**src/rtl/encoder32_5_pipe_if.sv**
```systemverilog
// Handshake bundle for the registered 32:5 one-hot encoder.
// The master modport is the producer/consumer side; the slave modport is the encoder.
interface encoder32_5_pipe_if #(
    parameter int N_IN   = 32,
    parameter int ADDR_W = 5,
    parameter int CNT_W  = 8
);
    logic              in_valid;
    logic              in_ready;
    logic [N_IN-1:0]   in_onehot;
    logic              out_valid;
    logic              out_ready;
    logic [ADDR_W-1:0] out_addr;
    logic              out_err;
    logic [CNT_W-1:0]  err_count;

    modport master (
        output in_valid, in_onehot, out_ready,
        input  in_ready, out_valid, out_addr, out_err, err_count
    );

    modport slave (
        input  in_valid, in_onehot, out_ready,
        output in_ready, out_valid, out_addr, out_err, err_count
    );
endinterface

```
**src/rtl/encoder32_5_pipe.sv**
```systemverilog
// Registered 32:5 encoder with valid/ready handshake, one-hot error flag and saturating error counter.
// Build option ENCODER_PRIORITY_EN: multi-hot inputs resolve to the highest set index instead of erroring.
module encoder32_5_pipe #(
    parameter int N_IN   = 32,
    parameter int ADDR_W = 5,
    parameter int CNT_W  = 8
) (
    input  logic               clk,
    input  logic               reset,
    encoder32_5_pipe_if.slave  bus
);

    typedef enum logic [0:0] {
        ST_EMPTY = 1'b0,
        ST_FULL  = 1'b1
    } state_t;

    state_t              state_r;
    state_t              state_nxt_s;
    logic                out_valid_s;
    logic                in_ready_s;
    logic                accept_s;
    logic                retire_s;
    logic [ADDR_W:0]     enc_s;
    logic [ADDR_W-1:0]   addr_r;
    logic                err_r;
    logic [CNT_W-1:0]    cnt_r;

    // Result packed as {err, addr}.
`ifdef ENCODER_PRIORITY_EN
    function automatic logic [ADDR_W:0] encode_f(input logic [N_IN-1:0] v);
        logic [ADDR_W-1:0] idx;
        logic              err;
        idx = {ADDR_W{1'b0}};
        for (int i = 0; i < N_IN; i++) begin
            if (v[i]) begin
                idx = i[ADDR_W-1:0];
            end else begin
                idx = idx;
            end
        end
        err = (v == {N_IN{1'b0}});
        return {err, idx};
    endfunction
`else
    function automatic logic [ADDR_W:0] encode_f(input logic [N_IN-1:0] v);
        logic [ADDR_W-1:0] idx;
        logic [ADDR_W:0]   ones;
        idx  = {ADDR_W{1'b0}};
        ones = {(ADDR_W+1){1'b0}};
        for (int i = 0; i < N_IN; i++) begin
            if (v[i]) begin
                idx  = i[ADDR_W-1:0];
                ones = ones + {{ADDR_W{1'b0}}, 1'b1};
            end else begin
                idx  = idx;
                ones = ones;
            end
        end
        if (ones == {{ADDR_W{1'b0}}, 1'b1}) begin
            return {1'b0, idx};
        end else begin
            return {1'b1, {ADDR_W{1'b0}}};
        end
    endfunction
`endif

    assign accept_s = bus.in_valid && in_ready_s;
    assign retire_s = out_valid_s && bus.out_ready;
    assign enc_s    = encode_f(bus.in_onehot);

    // State register: EMPTY/FULL occupancy of the single result slot.
    always_ff @(posedge clk or negedge reset) begin
        if (!reset) begin
            state_r <= ST_EMPTY;
        end else begin
            state_r <= state_nxt_s;
        end
    end

    // Next-state logic: fill on accept, drain on retire without a replacement.
    always_comb begin
        state_nxt_s = state_r;
        case (state_r)
            ST_EMPTY: begin
                if (accept_s) begin
                    state_nxt_s = ST_FULL;
                end else begin
                    state_nxt_s = ST_EMPTY;
                end
            end
            ST_FULL: begin
                if (retire_s && !accept_s) begin
                    state_nxt_s = ST_EMPTY;
                end else begin
                    state_nxt_s = ST_FULL;
                end
            end
            default: state_nxt_s = ST_EMPTY;
        endcase
    end

    // Output decode: slot occupancy drives valid, ready opens when empty or draining.
    always_comb begin
        out_valid_s = 1'b0;
        case (state_r)
            ST_EMPTY: out_valid_s = 1'b0;
            ST_FULL:  out_valid_s = 1'b1;
            default:  out_valid_s = 1'b0;
        endcase
        in_ready_s = !out_valid_s || bus.out_ready;
    end

    // Result register: captures the encoding only on an accepting edge, else holds.
    always_ff @(posedge clk or negedge reset) begin
        if (!reset) begin
            addr_r <= {ADDR_W{1'b0}};
            err_r  <= 1'b0;
        end else if (accept_s) begin
            addr_r <= enc_s[ADDR_W-1:0];
            err_r  <= enc_s[ADDR_W];
        end else begin
            addr_r <= addr_r;
            err_r  <= err_r;
        end
    end

    // Error counter: counts accepted erroneous inputs and sticks at all-ones.
    always_ff @(posedge clk or negedge reset) begin
        if (!reset) begin
            cnt_r <= {CNT_W{1'b0}};
        end else if (accept_s && enc_s[ADDR_W] && (cnt_r != {CNT_W{1'b1}})) begin
            cnt_r <= cnt_r + {{(CNT_W-1){1'b0}}, 1'b1};
        end else begin
            cnt_r <= cnt_r;
        end
    end

    assign bus.in_ready  = in_ready_s;
    assign bus.out_valid = out_valid_s;
    assign bus.out_addr  = addr_r;
    assign bus.out_err   = err_r;
    assign bus.err_count = cnt_r;

endmodule

```
**src/flat_wrapper.sv**
```systemverilog
// flat-port wrapper written by rule: the top's interface ports become plain ports
module encoder32_5_pipe_flat 
#(
    parameter int N_IN   = 32,
    parameter int ADDR_W = 5,
    parameter int CNT_W  = 8
)
  (clk, reset, bus_in_valid, bus_in_onehot, bus_out_ready, bus_in_ready, bus_out_valid, bus_out_addr, bus_out_err, bus_err_count);
  encoder32_5_pipe_if #(.N_IN(N_IN), .ADDR_W(ADDR_W), .CNT_W(CNT_W)) bus_i ();
  input  logic clk;
  input  logic reset;
  input wire logic [$bits(bus_i.in_valid)-1:0] bus_in_valid;
  input wire logic [$bits(bus_i.in_onehot)-1:0] bus_in_onehot;
  input wire logic [$bits(bus_i.out_ready)-1:0] bus_out_ready;
  output wire logic [$bits(bus_i.in_ready)-1:0] bus_in_ready;
  output wire logic [$bits(bus_i.out_valid)-1:0] bus_out_valid;
  output wire logic [$bits(bus_i.out_addr)-1:0] bus_out_addr;
  output wire logic [$bits(bus_i.out_err)-1:0] bus_out_err;
  output wire logic [$bits(bus_i.err_count)-1:0] bus_err_count;
  assign bus_i.in_valid = bus_in_valid;
  assign bus_i.in_onehot = bus_in_onehot;
  assign bus_i.out_ready = bus_out_ready;
  assign bus_in_ready = bus_i.in_ready;
  assign bus_out_valid = bus_i.out_valid;
  assign bus_out_addr = bus_i.out_addr;
  assign bus_out_err = bus_i.out_err;
  assign bus_err_count = bus_i.err_count;
  encoder32_5_pipe #(.N_IN(N_IN), .ADDR_W(ADDR_W), .CNT_W(CNT_W)) u_core (.clk(clk), .reset(reset), .bus(bus_i));
endmodule
```
**config.mk**
```make
export PLATFORM = sky130hd
export DESIGN_NAME = encoder32_5_pipe_flat
export DESIGN_NICKNAME = d
export VERILOG_FILES = /design/src/rtl/encoder32_5_pipe_if.sv /design/src/rtl/encoder32_5_pipe.sv /design/src/flat_wrapper.sv
export SDC_FILE = /design/constraint.sdc
export NUM_CORES = 1
export LEC_CHECK = 0
export CAP_MARGIN = 0
export CORE_UTILIZATION = 60
export DETAILED_ROUTE_END_ITERATION = 7
export PLACE_DENSITY = 0.95
export SLEW_MARGIN = 20
export SYNTH_ARGS = -nofsm -noshare
export SYNTH_HDL_FRONTEND = slang
export SYNTH_SLANG_ARGS = --single-unit
export TNS_END_PERCENT = 20
```
**constraint.sdc**
```tcl
create_clock -name clk -period 2.9 [get_ports clk]
set_input_delay 0.58 -clock clk [delete_from_list [all_inputs] [get_ports clk]]
set_output_delay 0.58 -clock clk [all_outputs]
set_load 0.005 [all_outputs]
```
==> results.tsv, run 1 <==
stage	metric	value	unit
synthesis	synth_fp_nets	804	
clock_tree	cts_made_buffers	3	
synthesis	seq_area_frac_synth	0.0667	
synthesis	ys_types	86	
die	dieWidth	98.9	um
outcome	status	stopped before the end	
placed_design	place_ws	-16.30	ns
die	die_y	98.9	um
die	rows	34	
outcome	stop_stage	clock tree synthesis	
clock_tree	hold_buffers	0	
clock_tree	cts-root-buf	clkbuf_8	
synthesis	synth_edf_count	0	
synthesis	ys_warn_count	0	
clock_tree	numClockSinks	15	
synthesis	synth.cell_area	5630	sq um
placed_design	place_congestion	0.961	
placed_design	io_buffers	51	
clock_tree	cts_resized	68	
clock_tree	htreeDepth	1	
die	start_util	0.633	
die	io_pins	52	
placed_design	hpwl	21000	um
synthesis	syn-mean-instance-area	7.65	sq um
clock_tree	cts_buffer_depth	2	
synthesis	yosys_register_bits	15	
clock_tree	post-cts-setup-buffer-count	37	
outcome	firstError	[ERROR DPL-0038] Utilization greater than 100%, impossible to legalize	
synthesis	synthFlopType	dfrtp_1	
synthesis	async_flop_share	1.00	
synthesis	syn_inst	736	
[stage by stage]
step                       util  instances  TNS, ns  instance area, sq um  hold WS, ns
after floorplan               -        736  -199.96                  5900        0.284
after global placement    0.938       1119  -203.54                  8340        0.458
after detailed placement  0.938       1119  -226.87                  8340        0.491
[cell families after synthesis]
family / share of synthesized area
mux: 0.0467
xor+xnor: 0.272
buf+inv: 0.0538
fa+ha+maj: 0.0765
flops: 0.0667
compound gates: 0.214
simple gates: 0.271
[synthesized netlist by cell type, types with 14 or more instances]
| cell | instances | area share |
|---|---|---|
| nor3_1 | 22 | 0.020 |
| nor2_1 | 47 | 0.031 |
| mux2i_1 | 15 | 0.027 |
| o21ai_0 | 31 | 0.028 |
| ha_1 | 32 | 0.071 |
| nand4_1 | 15 | 0.017 |
| xnor2_1 | 58 | 0.090 |
| dfrtp_1 | 15 | 0.067 |
| clkbuf_1 | 26 | 0.017 |
| inv_1 | 37 | 0.025 |
| xor2_1 | 24 | 0.037 |
| and3_1 | 16 | 0.018 |
| a21oi_1 | 32 | 0.028 |
| o2111ai_1 | 16 | 0.025 |
| nand3_1 | 24 | 0.021 |
| nand2_1 | 93 | 0.062 |
| xnor3_1 | 18 | 0.072 |
| and2_1 | 14 | 0.016 |
==> inputs of run 2 (changes only) <==
- CORE_UTILIZATION: 60 -> 40
- PLACE_DENSITY: 0.95 -> default
- PLACE_DENSITY_LB_ADDON: default -> 0.15
==> results.tsv, run 2 <==
stage	metric	value	unit	change
global_routing	use_met1	0.302		
setup_path	crit_slowest_cell	a211o_1		
outcome	status	complete, but fails checks		
timing	skew	0.00296	ns	
setup_path	end_kind	flip-flop		
synthesis	synth_edf_count	0		unchanged
timing	finalMaxSlewViolations	0		
die	die_area	14600	sq um	
synthesis	ys_types	86		unchanged
setup_path	cp_top_family	adder cells		
final_layout	drive_gt1_frac	0.405		
synthesis	syn-mean-instance-area	7.65	sq um	unchanged
synthesis	async_flop_share	1.00		unchanged
placed_design	place_congestion	0.858		-11%
clock_tree	hold_buffers	0		unchanged
clock_tree	clk_pin_slew	0.05	ns	
global_routing	busiest_layer	met2		
outcome	violations	negative setup slack		
die	design.core.area	13500	sq um	
timing	worst_slew_pin_slew	0.694	ns	
placed_design	dpl_cell_area	8510	sq um	+2.0%
final_layout	final_area	9260	sq um	
drt	drtPass1Iterations	4		
synthesis	netlist_top_cells_area	xnor2_1, xnor3_1, ha_1, dfrtp_1, nand2_1		
clock_tree	numClockSinks	15		unchanged
final_layout	final_core_util	0.686		
final_layout	mostFrequentLayoutCells	buf_4, nand2_1, xnor2_1		
placed_design	hpwl	14300	um	-32%
timing	fin_crit_sh	5.94		
final_layout	largest_reg_flops	8		
global_routing	track_usage	0.248		
timing	slew_headroom	0.536		
clock_tree	cts_made_buffers	3		unchanged
drt	vias	6651		
synthesis	ys_warn_count	0		unchanged
setup_path	critical_path_class	in -> reg		
setup_path	cp.required	3.03	ns	
setup_path	slowest_delay	0.35	ns	
final_layout	final_common_cell	buf_4		
die	io_pins	52		unchanged
synthesis	synthFlopType	dfrtp_1		
drt	wl	18500	um	
global_routing	use_met3	0.00660		
timing	rsz0062_at_grt	yes		
die	die_y	121	um	+22%
drt	drtIter0Drc	301		
die	dieWidth	121	um	+22%
flow_run	maxCapViolations	0		
die	rows	42		+24%
setup_path	path_max_fanout	5		
final_layout	n_antenna_cell	0		
hold_path	hold_depth	2		
global_routing	overflow	0		
synthesis	synth_fp_nets	804		unchanged
synthesis	yosys_register_bits	15		unchanged
setup_path	cp.arrival	17.36	ns	
timing	fmax	58.0	MHz	
timing	final_hold_viol_count	0		
clock_tree	cts-root-buf	clkbuf_16		
setup_path	path_depth	97		
drt	vias_per_cell	5.35		
timing	finalSetupViolations	14		
global_routing	first_global_vias	6652		
clock_tree	cts_tree	done		
global_routing	antenna_found_initial	0		
setup_path	critical_path_buf_inv_count	8		
clock_tree	htreeDepth	1		unchanged
final_layout	fillerInstances	1057		
final_layout	final_net_count	1136		
placed_design	io_buffers	51		unchanged
synthesis	ys_top_cells_by_count	nand2_1, xnor2_1, nor2_1		
timing	fin_crit	17.23	ns	
timing	fin_ws	-14.33	ns	
synthesis	synth_top_area_frac	0.0902		unchanged
synthesis	seq_area_frac_synth	0.0667		unchanged
clock_tree	cts_buffer_depth	2		unchanged
placed_design	place_ws	-15.45	ns	+0.853 ns
die	start_util	0.417		-0.216
synthesis	synth.cell_area	5630	sq um	unchanged
synthesis	synth_top_area_cell	xnor2_1		
synthesis	syn_inst	736		unchanged
setup_path	r2r_cells	5		
hold_path	hp-class	reg -> reg		
global_routing	grt_max_degree	16		
drt	drc	0		
clock_tree	clock_latency	0.25	ns	
drt	wl_per_cell	14.9	um	
final_layout	regArea	375	sq um	
synthesis	synth_most_common_cell	nand2_1		
final_layout	multi_input_area	5540	sq um	
setup_path	startpoint_type	primary input		
drt	ant_nets	0		
global_routing	grt_first_pass_wirelength	30100	um	
setup_path	critPathMostFrequentCell	ha_4		
global_routing	met2_usage	0.477		
final_layout	area_growth	64.5	%	
[run 2: cell counts after synthesis]
No cell type changed its count.
[run 2: logic make-up after synthesis]
logic type | after synthesis | synth area share
flops | 15 | 0.0667
mux | 25 | 0.0467
simple gates | 297 | 0.271
xor+xnor | 120 | 0.272
compound gates | 169 | 0.214
buf+inv | 75 | 0.0538
fa+ha+maj | 35 | 0.0765
[run 2: cell type report]
cell class | instances | share of cell area
multi-input combinational | 646 | 0.599
inverter | 38 | 0.0173
clock buffer | 3 | 0.00811
timing repair buffer | 364 | 0.311
clock inverter | 1 | 0.000540
tap | 176 | 0.0238
sequential | 15 | 0.0405
[run 2: timing repair]
action                     in CTS  in global routing
pin swaps                      45                 51
buffers inserted               30                 12
hold endpoints to repair        0                  0
setup endpoints to repair      14                 14
gates resized for setup        56                 26
[run 2: worst reg2reg max path, cell delays in order (launching register included)]
cell	delay, ns
dfrtp_1	0.43
and3_1	0.24
and3_1	0.22
nand3_1	0.15
nand3_2	0.14
mux2_4	0.30
[run 2: worst paths after layout]
check	from	endpoint	slack (ns)
min	u_core.bus.out_addr[1]	u_core.bus.out_addr[1]	0.48
min reg2reg	u_core.bus.out_addr[1]	u_core.bus.out_addr[1]	0.48
max in group asynchronous	reset	u_core.bus.out_addr[4]	1.70
max reg2reg	u_core.bus.err_count[2]	u_core.bus.err_count[1]	1.30
min in group asynchronous	reset	u_core.bus.out_addr[1]	0.75
max	bus_in_onehot[1]	u_core.bus.err_count[6]	-14.33
[run 2: per-stage QoR]
| stage | setup TNS, ns | instances | hold slack (ns) |
|---|---|---|---|
| 2_1_floorplan | -199.96 | 736 | 0.284 |
| 3_3_place_gp | -205.31 | 1198 | 0.461 |
| 3_5_place_dp | -214.99 | 1198 | 0.467 |
| 4_1_cts | -196.02 | 1232 | 0.478 |
| 5_1_grt | -209.27 | 1243 | 0.522 |
| 6_report | -198.97 | 1243 | 0.480 |
[run 2: routing by layer]
metal  vias to the layer above  share of wire  wire length (um)
met4                         0          0.018               342
met1                      3151           0.43              8030
met5                         -              0                 0
met3                        24          0.021               392
li1                       3364              -                 -
met2                       112           0.53              9720
Power of run 2 is not shown: default switching activity piles up to over one toggle a cycle in this logic, so the estimate is an artifact.
==> inputs of run 3 (changes only) <==
- ABC_CLOCK_PERIOD_IN_PS: default -> 2900
==> results of run 3 <==
Final layout, timing and power as in run 2 (identical DEF).
Power of run 3 is left out for the same reason.
